`src/rtl/dmem_pkg.sv`:
```
// Shared data-memory definitions: memOp encodings, arbiter state type and the
// alignment check used by the arbiter, DataMem and the LSU.
package dmem_pkg;

  localparam logic [2:0] M_LB  = 3'd0;
  localparam logic [2:0] M_LH  = 3'd1;
  localparam logic [2:0] M_LW  = 3'd2;
  localparam logic [2:0] M_LBU = 3'd4;
  localparam logic [2:0] M_LHU = 3'd5;
  localparam logic [2:0] M_SB  = 3'd0;
  localparam logic [2:0] M_SH  = 3'd1;
  localparam logic [2:0] M_SW  = 3'd2;

  typedef enum logic [1:0] {
    IDLE   = 2'd0,
    ACCESS = 2'd1,
    RDATA  = 2'd2,
    ERR    = 2'd3
  } dmemArbState_t;

  // Unknown encodings (3, 6, 7) report as misaligned so they never reach memory.
  function automatic logic isMisaligned(input logic [1:0] addr, input logic [2:0] memOp);
    case (memOp)
      M_LB, M_LBU: return 1'b0;
      M_LH, M_LHU: return addr[0];
      M_LW:        return (addr != 2'b00);
      default:     return 1'b1;
    endcase
  endfunction

endpackage

```
`src/rtl/rr_pick2.sv`:
```
// Two-way round-robin picker: combinational winner plus the priority pointer,
// which moves to the other requester after every grant.
module rr_pick2 (
  input  logic       clk,
  input  logic       rstn,
  input  logic [1:0] reqValid,
  input  logic       en,
  output logic [1:0] grant
);

  logic prio;

  always_comb begin
    grant = 2'b00;
    if (en) begin
      if (reqValid == 2'b11) grant = prio ? 2'b10 : 2'b01;
      else                   grant = reqValid;
    end
  end

  // grant[0] set means requester 0 won, so requester 1 gets priority next.
  always_ff @(posedge clk or negedge rstn) begin
    if (!rstn)                prio <= 1'b0;
    else if (grant != 2'b00)  prio <= grant[0];
  end

endmodule

```
`src/rtl/dmem_arbiter.sv`:
```
// Two-requester round-robin arbiter and access sequencer for the single-ported
// data memory; one transaction outstanding, misaligned requests answered locally.
module dmem_arbiter
  import dmem_pkg::*;
#(
  parameter int ADDR_W = 32,
  parameter int DATA_W = 32
) (
  input  logic              clk,
  input  logic              rstn,
  input  logic [1:0]        reqValid,
  output logic [1:0]        reqReady,
  input  logic [ADDR_W-1:0] req0Addr,
  input  logic [ADDR_W-1:0] req1Addr,
  input  logic [DATA_W-1:0] req0Wdata,
  input  logic [DATA_W-1:0] req1Wdata,
  input  logic [2:0]        req0MemOp,
  input  logic [2:0]        req1MemOp,
  input  logic              req0We,
  input  logic              req1We,
  output logic [1:0]        rspValid,
  output logic [DATA_W-1:0] rspRdata,
  output logic              rspErr,
  output logic [ADDR_W-1:0] memAddr,
  output logic [DATA_W-1:0] memDin,
  output logic [2:0]        memOp,
  output logic              memWe,
  input  logic [DATA_W-1:0] memDout
);

  dmemArbState_t     state, nextState;
  logic [1:0]        grant;
  logic              idle;
  logic              accept;
  logic              holdId;
  logic [ADDR_W-1:0] holdAddr;
  logic [DATA_W-1:0] holdWdata;
  logic [2:0]        holdOp;
  logic              holdWe;
  logic [ADDR_W-1:0] selAddr;
  logic [DATA_W-1:0] selWdata;
  logic [2:0]        selOp;
  logic              selWe;

  // rstn gates idle so reqReady is low for the whole reset window.
  assign idle = (state == IDLE) && rstn;

  rr_pick2 u_pick (
    .clk      (clk),
    .rstn     (rstn),
    .reqValid (reqValid),
    .en       (idle),
    .grant    (grant)
  );

  assign reqReady = grant;
  assign accept   = (grant != 2'b00);
  assign selAddr  = grant[1] ? req1Addr  : req0Addr;
  assign selWdata = grant[1] ? req1Wdata : req0Wdata;
  assign selOp    = grant[1] ? req1MemOp : req0MemOp;
  assign selWe    = grant[1] ? req1We    : req0We;

  always_comb begin
    nextState = state;
    case (state)
      IDLE:    if (accept) nextState = isMisaligned(selAddr[1:0], selOp) ? ERR : ACCESS;
      ACCESS:  nextState = holdWe ? IDLE : RDATA;
      RDATA:   nextState = IDLE;
      ERR:     nextState = IDLE;
      default: nextState = IDLE;
    endcase
  end

  always_ff @(posedge clk or negedge rstn) begin
    if (!rstn) begin
      state     <= IDLE;
      holdId    <= 1'b0;
      holdAddr  <= '0;
      holdWdata <= '0;
      holdOp    <= '0;
      holdWe    <= 1'b0;
      rspValid  <= 2'b00;
      rspErr    <= 1'b0;
      rspRdata  <= '0;
    end else begin
      state    <= nextState;
      rspValid <= 2'b00;
      rspErr   <= 1'b0;
      if (accept) begin
        holdId    <= grant[1];
        holdAddr  <= selAddr;
        holdWdata <= selWdata;
        holdOp    <= selOp;
        holdWe    <= selWe;
      end
      // Responses leave on the edge that returns the sequencer to IDLE.
      case (state)
        ACCESS: if (holdWe) begin
          rspValid <= 2'b01 << holdId;
          rspRdata <= '0;
        end
        RDATA: begin
          rspValid <= 2'b01 << holdId;
          rspRdata <= memDout;
        end
        ERR: begin
          rspValid <= 2'b01 << holdId;
          rspErr   <= 1'b1;
          rspRdata <= '0;
        end
        default: ;
      endcase
    end
  end

  // Write enable is decoded from state so an async reset kills it at once.
  assign memWe   = (state == ACCESS) && holdWe;
  assign memAddr = holdAddr;
  assign memDin  = holdWdata;
  assign memOp   = holdOp;

endmodule

```
`config.mk`:
```
export PLATFORM = sky130hd
export DESIGN_NAME = dmem_arbiter
export DESIGN_NICKNAME = d
export VERILOG_FILES = /design/src/rtl/dmem_pkg.sv /design/src/rtl/rr_pick2.sv /design/src/rtl/dmem_arbiter.sv
export SDC_FILE = /design/constraint.sdc
export NUM_CORES = 1
export LEC_CHECK = 0
export ABC_CLOCK_PERIOD_IN_PS = 2330
export CAP_MARGIN = 20
export CORE_ASPECT_RATIO = 0.8
export CORE_MARGIN = 2
export CORE_UTILIZATION = 37
export CTS_CLUSTER_SIZE = 40
export DETAILED_ROUTE_END_ITERATION = 10
export HOLD_SLACK_MARGIN = 0.06
export PLACE_DENSITY = 0.83
export SLEW_MARGIN = 20
export SYNTH_ARGS = -nofsm -noshare
export SYNTH_HDL_FRONTEND = slang
export SYNTH_HIERARCHICAL = 1
export SYNTH_SLANG_ARGS = --single-unit
```
`constraint.sdc`:
```
create_clock -name clk -period 2.33 [get_ports clk]
set_clock_uncertainty 0.05 [all_clocks]
set_input_delay 0.3495 -clock clk [delete_from_list [all_inputs] [get_ports clk]]
set_output_delay 0.3495 -clock clk [all_outputs]
set_load 0.01 [all_outputs]
```
==> key figures, run 1 <==
Timing
  • RSZ-0062 raised after global routing: no
  • Fraction of the cycle the final worst path needs: 0.966
  • Fin. Hold Viols: 0
  • Tightest Pin Transition: 0.732 ns
  • Relative slew slack: 0.512
  • Max Freq: 444 MHz
  • Final min period: 2.25 ns
  • Finish-stage setup viols: 0
  • Hold WS: 0.398 ns
  • Total Neg Setup Slack: 0 ns
  • Pins Over Slew Limit: 0

Power
  • Net switching power: 3.21 mW
  • Cell-internal power: 6.29 mW
  • Power per cell area: 1210 nW/µm²
  • Combinational power share: 0.484
  • Seq pwr share: 0.348
  • Sw Ratio: 0.338
  • Total Power: 9.50 mW
  • Leak Pwr: 3.16 nW
  • Clock power frac: 0.168
  • Max rail drop VDD: 0.604 mV

Place
  • Post-Place Cells: 811
  • Placed Area: 7510 µm²
  • Port Buffers: 276
  • Dpl hpwl: 10300 µm
  • GP Congestion: 0.787

Detailed routing
  • Via count: 4108
  • 1st-iter DRT viols: 141
  • # DRC: 0
  • Routed len/inst: 16.5 µm
  • Detail-routed via count per cell: 4.96
  • Routed wire length: 13700 µm
  • Initial DRT Pass Iterations: 4
  • Antenna-violating nets left: 0

Floorplanning
  • Row count: 36
  • DIE HEIGHT: 103 µm
  • Die Area: 13200 µm²
  • I/O pin total: 277
  • Core footprint: 12100 µm²
  • Die width: 128 µm
  • Initial core utilization: 0.376

Critical path
  • CP peak stage delay: 0.57 ns
  • Worst-path cell chain: nor3b_2 > nand2_2 > a21oi_4 > clkdlybuf4s50_1
  • Crit end category: output pin
  • CP Max Fanout: 3
  • Data required time of the worst path: 1.93 ns
  • Crit path launch type: flip-flop
  • Worst Path Arrival: 1.85 ns
  • Worst path slowest cell: clkdlybuf4s50_1
  • Crit Path Class: flip-flop to output pin

Synthesis
  • Mapped Avg Cell Area: 11.4 µm²
  • Synth Instances: 401
  • Mapped cell area: 4560 µm²
  • Sequential area share after synthesis: 0.588
  • Synth warn: 6
  • Mapped Nets: 573
  • Seq cells post-synth: 107
  • Unique masters post-synth: 25

Layout
  • Layout cell share with drive strength beyond 1: 0.0592
  • Post-route insts no fill: 828
  • Ant. Diodes: 0
  • Fill count: 925
  • Final #Nets: 843
  • Layout area overhead: 72.2%
  • Post-route design area: 7850 µm²

Global route
  • Total grt overflow: 0
  • Pin count of the biggest net entering global routing: 79
  • Initial antenna violation count: 0
  • First-pass GRT wire length: 20900 µm
  • Vias in the first global route: 4192
  • GRT Total Usage: 0.204

Clock network
  • H-tree Lvls: 3
  • Root buffer cell: clkbuf_16
  • Clock transition at path regs: 0.08 ns
  • Clock tree from TritonCTS: done
  • Num CTS Buffers: 9
  • Max clock buf depth: 2
  • Clk sinks: 107
  • Skew-Pair Late Insertion Delay: 0.35 ns

Job
  • Max-Cap Viols: 0

Status
  • Status: completed

Hold path
  • Worst Hold Class: flip-flop to flip-flop
[power by group through the flow]
stage	clock [mW]	combinational (mW)	sequential, mW
floorplan	0	1.65	3.68
global placement	0	4.51	3.28
detailed placement	0	4.63	3.32
CTS	1.65	4.65	3.31
global route	1.71	4.97	3.42
finish	1.60	4.59	3.31
[worst paths after layout]
kind | start | to | slack [ns] | cells after the start
worst max-delay path | state[1]$_DFFE_PN0P_ | reqReady[0] | 0.08 | 4
max in group asynchronous | rstn | memDin[28]$_DFFE_PN0P_ | 0.68 | 4
worst max register to register | state[1]$_DFFE_PN0P_ | memAddr[16]$_DFFE_PN0P_ | 0.35 | 6
worst min register to register | holdId$_DFFE_PN0P_ | rspValid[0]$_DFF_PN0_ | 0.40 | 1
worst min-delay path | holdId$_DFFE_PN0P_ | rspValid[0]$_DFF_PN0_ | 0.40 | 1
min in group asynchronous | rstn | rspRdata[25]$_DFFE_PN0P_ | 0.51 | 3
[cell type report]
type / instances / area [µm²] / share of cell area
inverters: 2 / 7.51 / 0.000957
repair buffers: 290 / 2900 / 0.369
clock inverters: 7 / 90.1 / 0.0115
flip-flops and latches: 107 / 2680 / 0.341
well taps: 152 / 190 / 0.0242
multi-input cells: 261 / 1760 / 0.224
clock buffers: 9 / 225 / 0.0287
[through the flow]
step / util / setup WS [ns]
2_1_floorplan: - / 0.173
3_3_place_gp: 0.619 / 0.184
3_5_place_dp: 0.620 / 0.126
4_1_cts: 0.647 / 0.0357
5_1_grt: 0.647 / 0.00932
6_report: 0.647 / 0.0786
[critical path, delay by kind of cell, from the launching register on]
family / cells / cell delay [ns]
and+or+nand+nor: 2 / 0.40
buffers and inverters: 1 / 0.57
DFF: 1 / 0.39
AOI/OAI and AO/OA: 1 / 0.15
[placed cells by master (no fill, tap or decap), drive strengths merged]
cell type	n
clkbuf	9
mux2i	68
a22o	32
dfrtp	107
nor2b	2
o21ai	68
or4b	1
and2	1
bufinv	1
a21oi	6
inv	7
nor3b	2
clkdlybuf4s50	275
a21o	1
nor2	3
nor4	2
nand2	70
dlygate4sd3	1
and3b	1
clkinv	1
nor3	2
and3	1
buf	14
a311o	1
[logic make-up (layout without fill, tap and decap cells)]
kind of cell    count (synthesis)  after routing  share of synthesized area
flops                         107            107                      0.588
buf+inv                        33            308                     0.0354
compound gates                108            108                      0.147
mux                            68             68                      0.149
simple gates                   85             85                     0.0799
[cells in the mapped netlist (all sizes together)]
cell,n,area [µm²]
dfrtp,107,2680
nand2,70,263
mux2i,68,681
o21ai,68,340
a22o,32,280
buf,21,116
clkbuf,10,37.5
a21oi,6,33.8
nor2,3,11.3
inv,2,7.50
nor2b,2,12.5
nor3,2,15.0
nor3b,2,15.0
nor4,2,12.5
a21o,1,7.51
a311o,1,10.0
and2,1,6.26
and3,1,6.26
and3b,1,8.76
or4b,1,13.8
[what timing repair did]
action                                  4_1_cts  5_1_grt
endpoints found under the hold margin        29        0
endpoints found under the setup margin        1        1
resized for setup                             1        1
hold buffers                                  1        0
buffers inserted                              0        0
[metal layers]
metal,vias up,GRT usage,wire [µm]
met5,-,0,0
met4,0,0.0702,299
met3,27,0.0679,1040
met2,182,0.360,6880
met1,1951,0.236,5440
li1,1948,-,-
[flip-flops by register name, summed over array words and instances, names as in the netlist]
| register | cells |
|---|---|
| rspValid | 2 |
| memAddr | 32 |
| u_pick/prio | 1 |
| holdWe | 1 |
| rspRdata | 32 |
| holdId | 1 |
| memDin | 32 |
| rspErr | 1 |
| memOp | 3 |
| state | 2 |
No activity file was read; power rests on OpenSTA's default activity.
==> run 2, diff against run 1 <==
--- a/config.mk
+++ b/config.mk
@@ -13,9 +13,8 @@
 export CTS_CLUSTER_SIZE = 40
 export DETAILED_ROUTE_END_ITERATION = 10
 export HOLD_SLACK_MARGIN = 0.06
-export PLACE_DENSITY = 0.83
+export PLACE_DENSITY = 0.84
 export SLEW_MARGIN = 20
 export SYNTH_ARGS = -nofsm -noshare
 export SYNTH_HDL_FRONTEND = slang
-export SYNTH_HIERARCHICAL = 1
 export SYNTH_SLANG_ARGS = --single-unit
==> run 2 against run 1 <==
Against the previous run: register-to-register slack gained 0.07 ns; clock-buffer cell count grew 2; fmax grew 13%; via count grew 4.4%; largest cell class unchanged; global-route usage grew 2.7 points; synthesized cell count grew 2.0%; cell count shrank 0.36%; non-clock buffer count shrank 3; clock power shrank 11%; sequential share of layout area grew 1.6 points; wire length grew 5.4%.
==> key figures, run 2 <==
Timing
  • Max Freq: 501 MHz
  • Tightest Pin Transition: 0.949 ns
  • Relative slew slack: 0.368
  • Pins Over Slew Limit: 0
  • Finish-stage setup viols: 0
  • Fin. Hold Viols: 0
  • Fraction of the cycle the final worst path needs: 0.857
  • RSZ-0062 raised after global routing: no
  • Total Neg Setup Slack: 0 ns
  • Final min period: 2.00 ns

Critical path
  • Worst Path Arrival: 2.22 ns
  • CP Max Fanout: 74
  • Crit end category: async pin
  • Data required time of the worst path: 2.55 ns
  • Crit Path Class: input pin to async pin
  • Crit path launch type: input pin

Power
  • Leak Pwr: 3.08 nW
  • Total Power: 8.92 mW
  • Power per cell area: 1190 nW/µm²
  • Max rail drop VDD: 0.664 mV

Clock network
  • H-tree Lvls: 3
  • Clock transition at path regs: 0.07 ns
  • Skew-Pair Late Insertion Delay: 0.33 ns
  • Root buffer cell: clkbuf_16
  • Num CTS Buffers: 9
  • Max clock buf depth: 2
  • Clock tree from TritonCTS: done
  • Clk sinks: 107

Synthesis
  • Sequential area share after synthesis: 0.617
  • Ys flop type: dfrtp_1
  • Post-synth top cells: 107 x dfrtp_1, 69 x nor2_1, 65 x nor3_1
  • Synth Instances: 409
  • Most frequent cell after synthesis: dfrtp_1
  • Unique masters post-synth: 23
  • Seq cells post-synth: 107
  • Largest cells by area after synthesis: dfrtp_1 62%, o22ai_1 9.1%, nor3_1 7.5%, a22o_1 6.5%, nor2_1 6.0%
  • Mapped cell area: 4340 µm²
  • EDFF count, synth: 0
  • Synth warn: 0
  • Largest area contributor in the netlist: dfrtp_1
  • Async S/R FF share, synth: 1.00
  • Mapped Nets: 581
  • Synth top area share: 0.617
  • Mapped Avg Cell Area: 10.6 µm²

Floorplanning
  • Row count: 35
  • Core footprint: 11500 µm²
  • DIE HEIGHT: 101 µm
  • Initial core utilization: 0.378
  • Die width: 125 µm
  • I/O pin total: 277
  • Die Area: 12600 µm²

Layout
  • Commonest non-fill, non-tap cell in the layout: clkdlybuf4s50_1
  • Fill count: 871
  • Commonest non-fill, non-tap cells in the layout: 273 x clkdlybuf4s50_1, 105 x dfrtp_1, 69 x nor2_1
  • Final #Nets: 844
  • Layout cell share with drive strength beyond 1: 0.0517
  • Layout area overhead: 73.0%
  • Ant. Diodes: 0
  • Post-route design area: 7500 µm²
  • Util after Layout: 0.654

Place
  • Placed Area: 7200 µm²
  • GP Congestion: 0.818
  • Dpl hpwl: 10500 µm
  • Port Buffers: 276

Global route
  • Met1 Use GR: 0.256
  • GR peak layer: met2
  • Met3 GRT Util: 0.0754
  • GRT Total Usage: 0.231
  • Total grt overflow: 0
  • First-pass GRT wire length: 23200 µm
  • Vias in the first global route: 4608
  • M2 GR Usage: 0.411
  • Pin count of the biggest net entering global routing: 78
  • Initial antenna violation count: 0

Detailed routing
  • # DRC: 0
  • Routed wire length: 14400 µm
  • Routed len/inst: 17.4 µm
  • Detail-routed via count per cell: 5.20
  • Initial DRT Pass Iterations: 5
  • Antenna-violating nets left: 0
  • 1st-iter DRT viols: 137
  • Via count: 4290

Status
  • Status: completed

Job
  • Max-Cap Viols: 0

Hold path
  • Worst Hold Class: flip-flop to flip-flop
==> run 2: final timing paths <==
path / start / end / slack [ns] / depth (start not counted)
max: rstn / state[0]$_DFFE_PN0P_ / 0.33 / 4
max in group clk: state[1]$_DFFE_PN0P_ / memWe / 0.37 / 2
min: holdId$_DFFE_PN0P_ / rspValid[0]$_DFF_PN0_ / 0.40 / 1
min reg2reg: holdId$_DFFE_PN0P_ / rspValid[0]$_DFF_PN0_ / 0.40 / 1
min in group asynchronous: rstn / memDin[4]$_DFFE_PN0P_ / 0.55 / 3
max reg2reg: state[1]$_DFFE_PN0P_ / memDin[14]$_DFFE_PN0P_ / 0.42 / 6
==> run 2: final cells by class <==
type / count / area (µm²) / share of cell area
well taps: 148 / 185 / 0.0247
clock inverters: 5 / 36.3 / 0.00483
repair buffers: 287 / 2880 / 0.383
multi-input cells: 265 / 1480 / 0.197
flip-flops and latches: 107 / 2680 / 0.357
clock buffers: 11 / 243 / 0.0323
inverters: 2 / 7.51 / 0.00100
==> run 2: stage by stage <==
| stage | hold WS (ns) | setup WS (ns) | instances |
|---|---|---|---|
| 6_report | 0.404 | 0.334 | 825 |
| 5_1_grt | 0.430 | 0.0390 | 825 |
| 4_1_cts | 0.402 | 0.00248 | 824 |
| 3_5_place_dp | 0.390 | 0.210 | 807 |
| 3_3_place_gp | 0.382 | 0.225 | 807 |
| 2_1_floorplan | 0.00391 | 0.761 | 409 |
==> run 2: logic make-up (layout without fill, tap and decap cells) <==
| logic type | Yosys count | in the layout | synth area share |
|---|---|---|---|
| flops | 107 | 107 | 0.617 |
| simple gates | 162 | 162 | 0.173 |
| buf+inv | 37 | 305 | 0.0438 |
| compound gates | 103 | 103 | 0.166 |
==> run 2: repair_timing <==
action,in CTS,in global routing
resized for setup,1,3
pin swaps,2,2
setup endpoints to repair,1,2
setup buffers,0,1
hold endpoints to repair,33,0
hold buffers,1,0
==> run 2: routing by layer <==
metal,up-vias,part of all wire
met3,38,0.087
met2,211,0.51
met1,2022,0.37
met4,0,0.033
li1,2019,-
met5,-,0
==> run 2: worst max-delay path, stage by stage <==
cell and delay (ns):
buf_4 0.10, dlygate4sd3_1 0.54, buf_4 0.38, buf_4 0.78
==> run 2: power breakdown <==
group	switching [mW]	total [mW]	internal (mW)
clock network	0.666	1.42	0.757
registers	0.524	3.27	2.75
logic	1.83	4.23	2.39
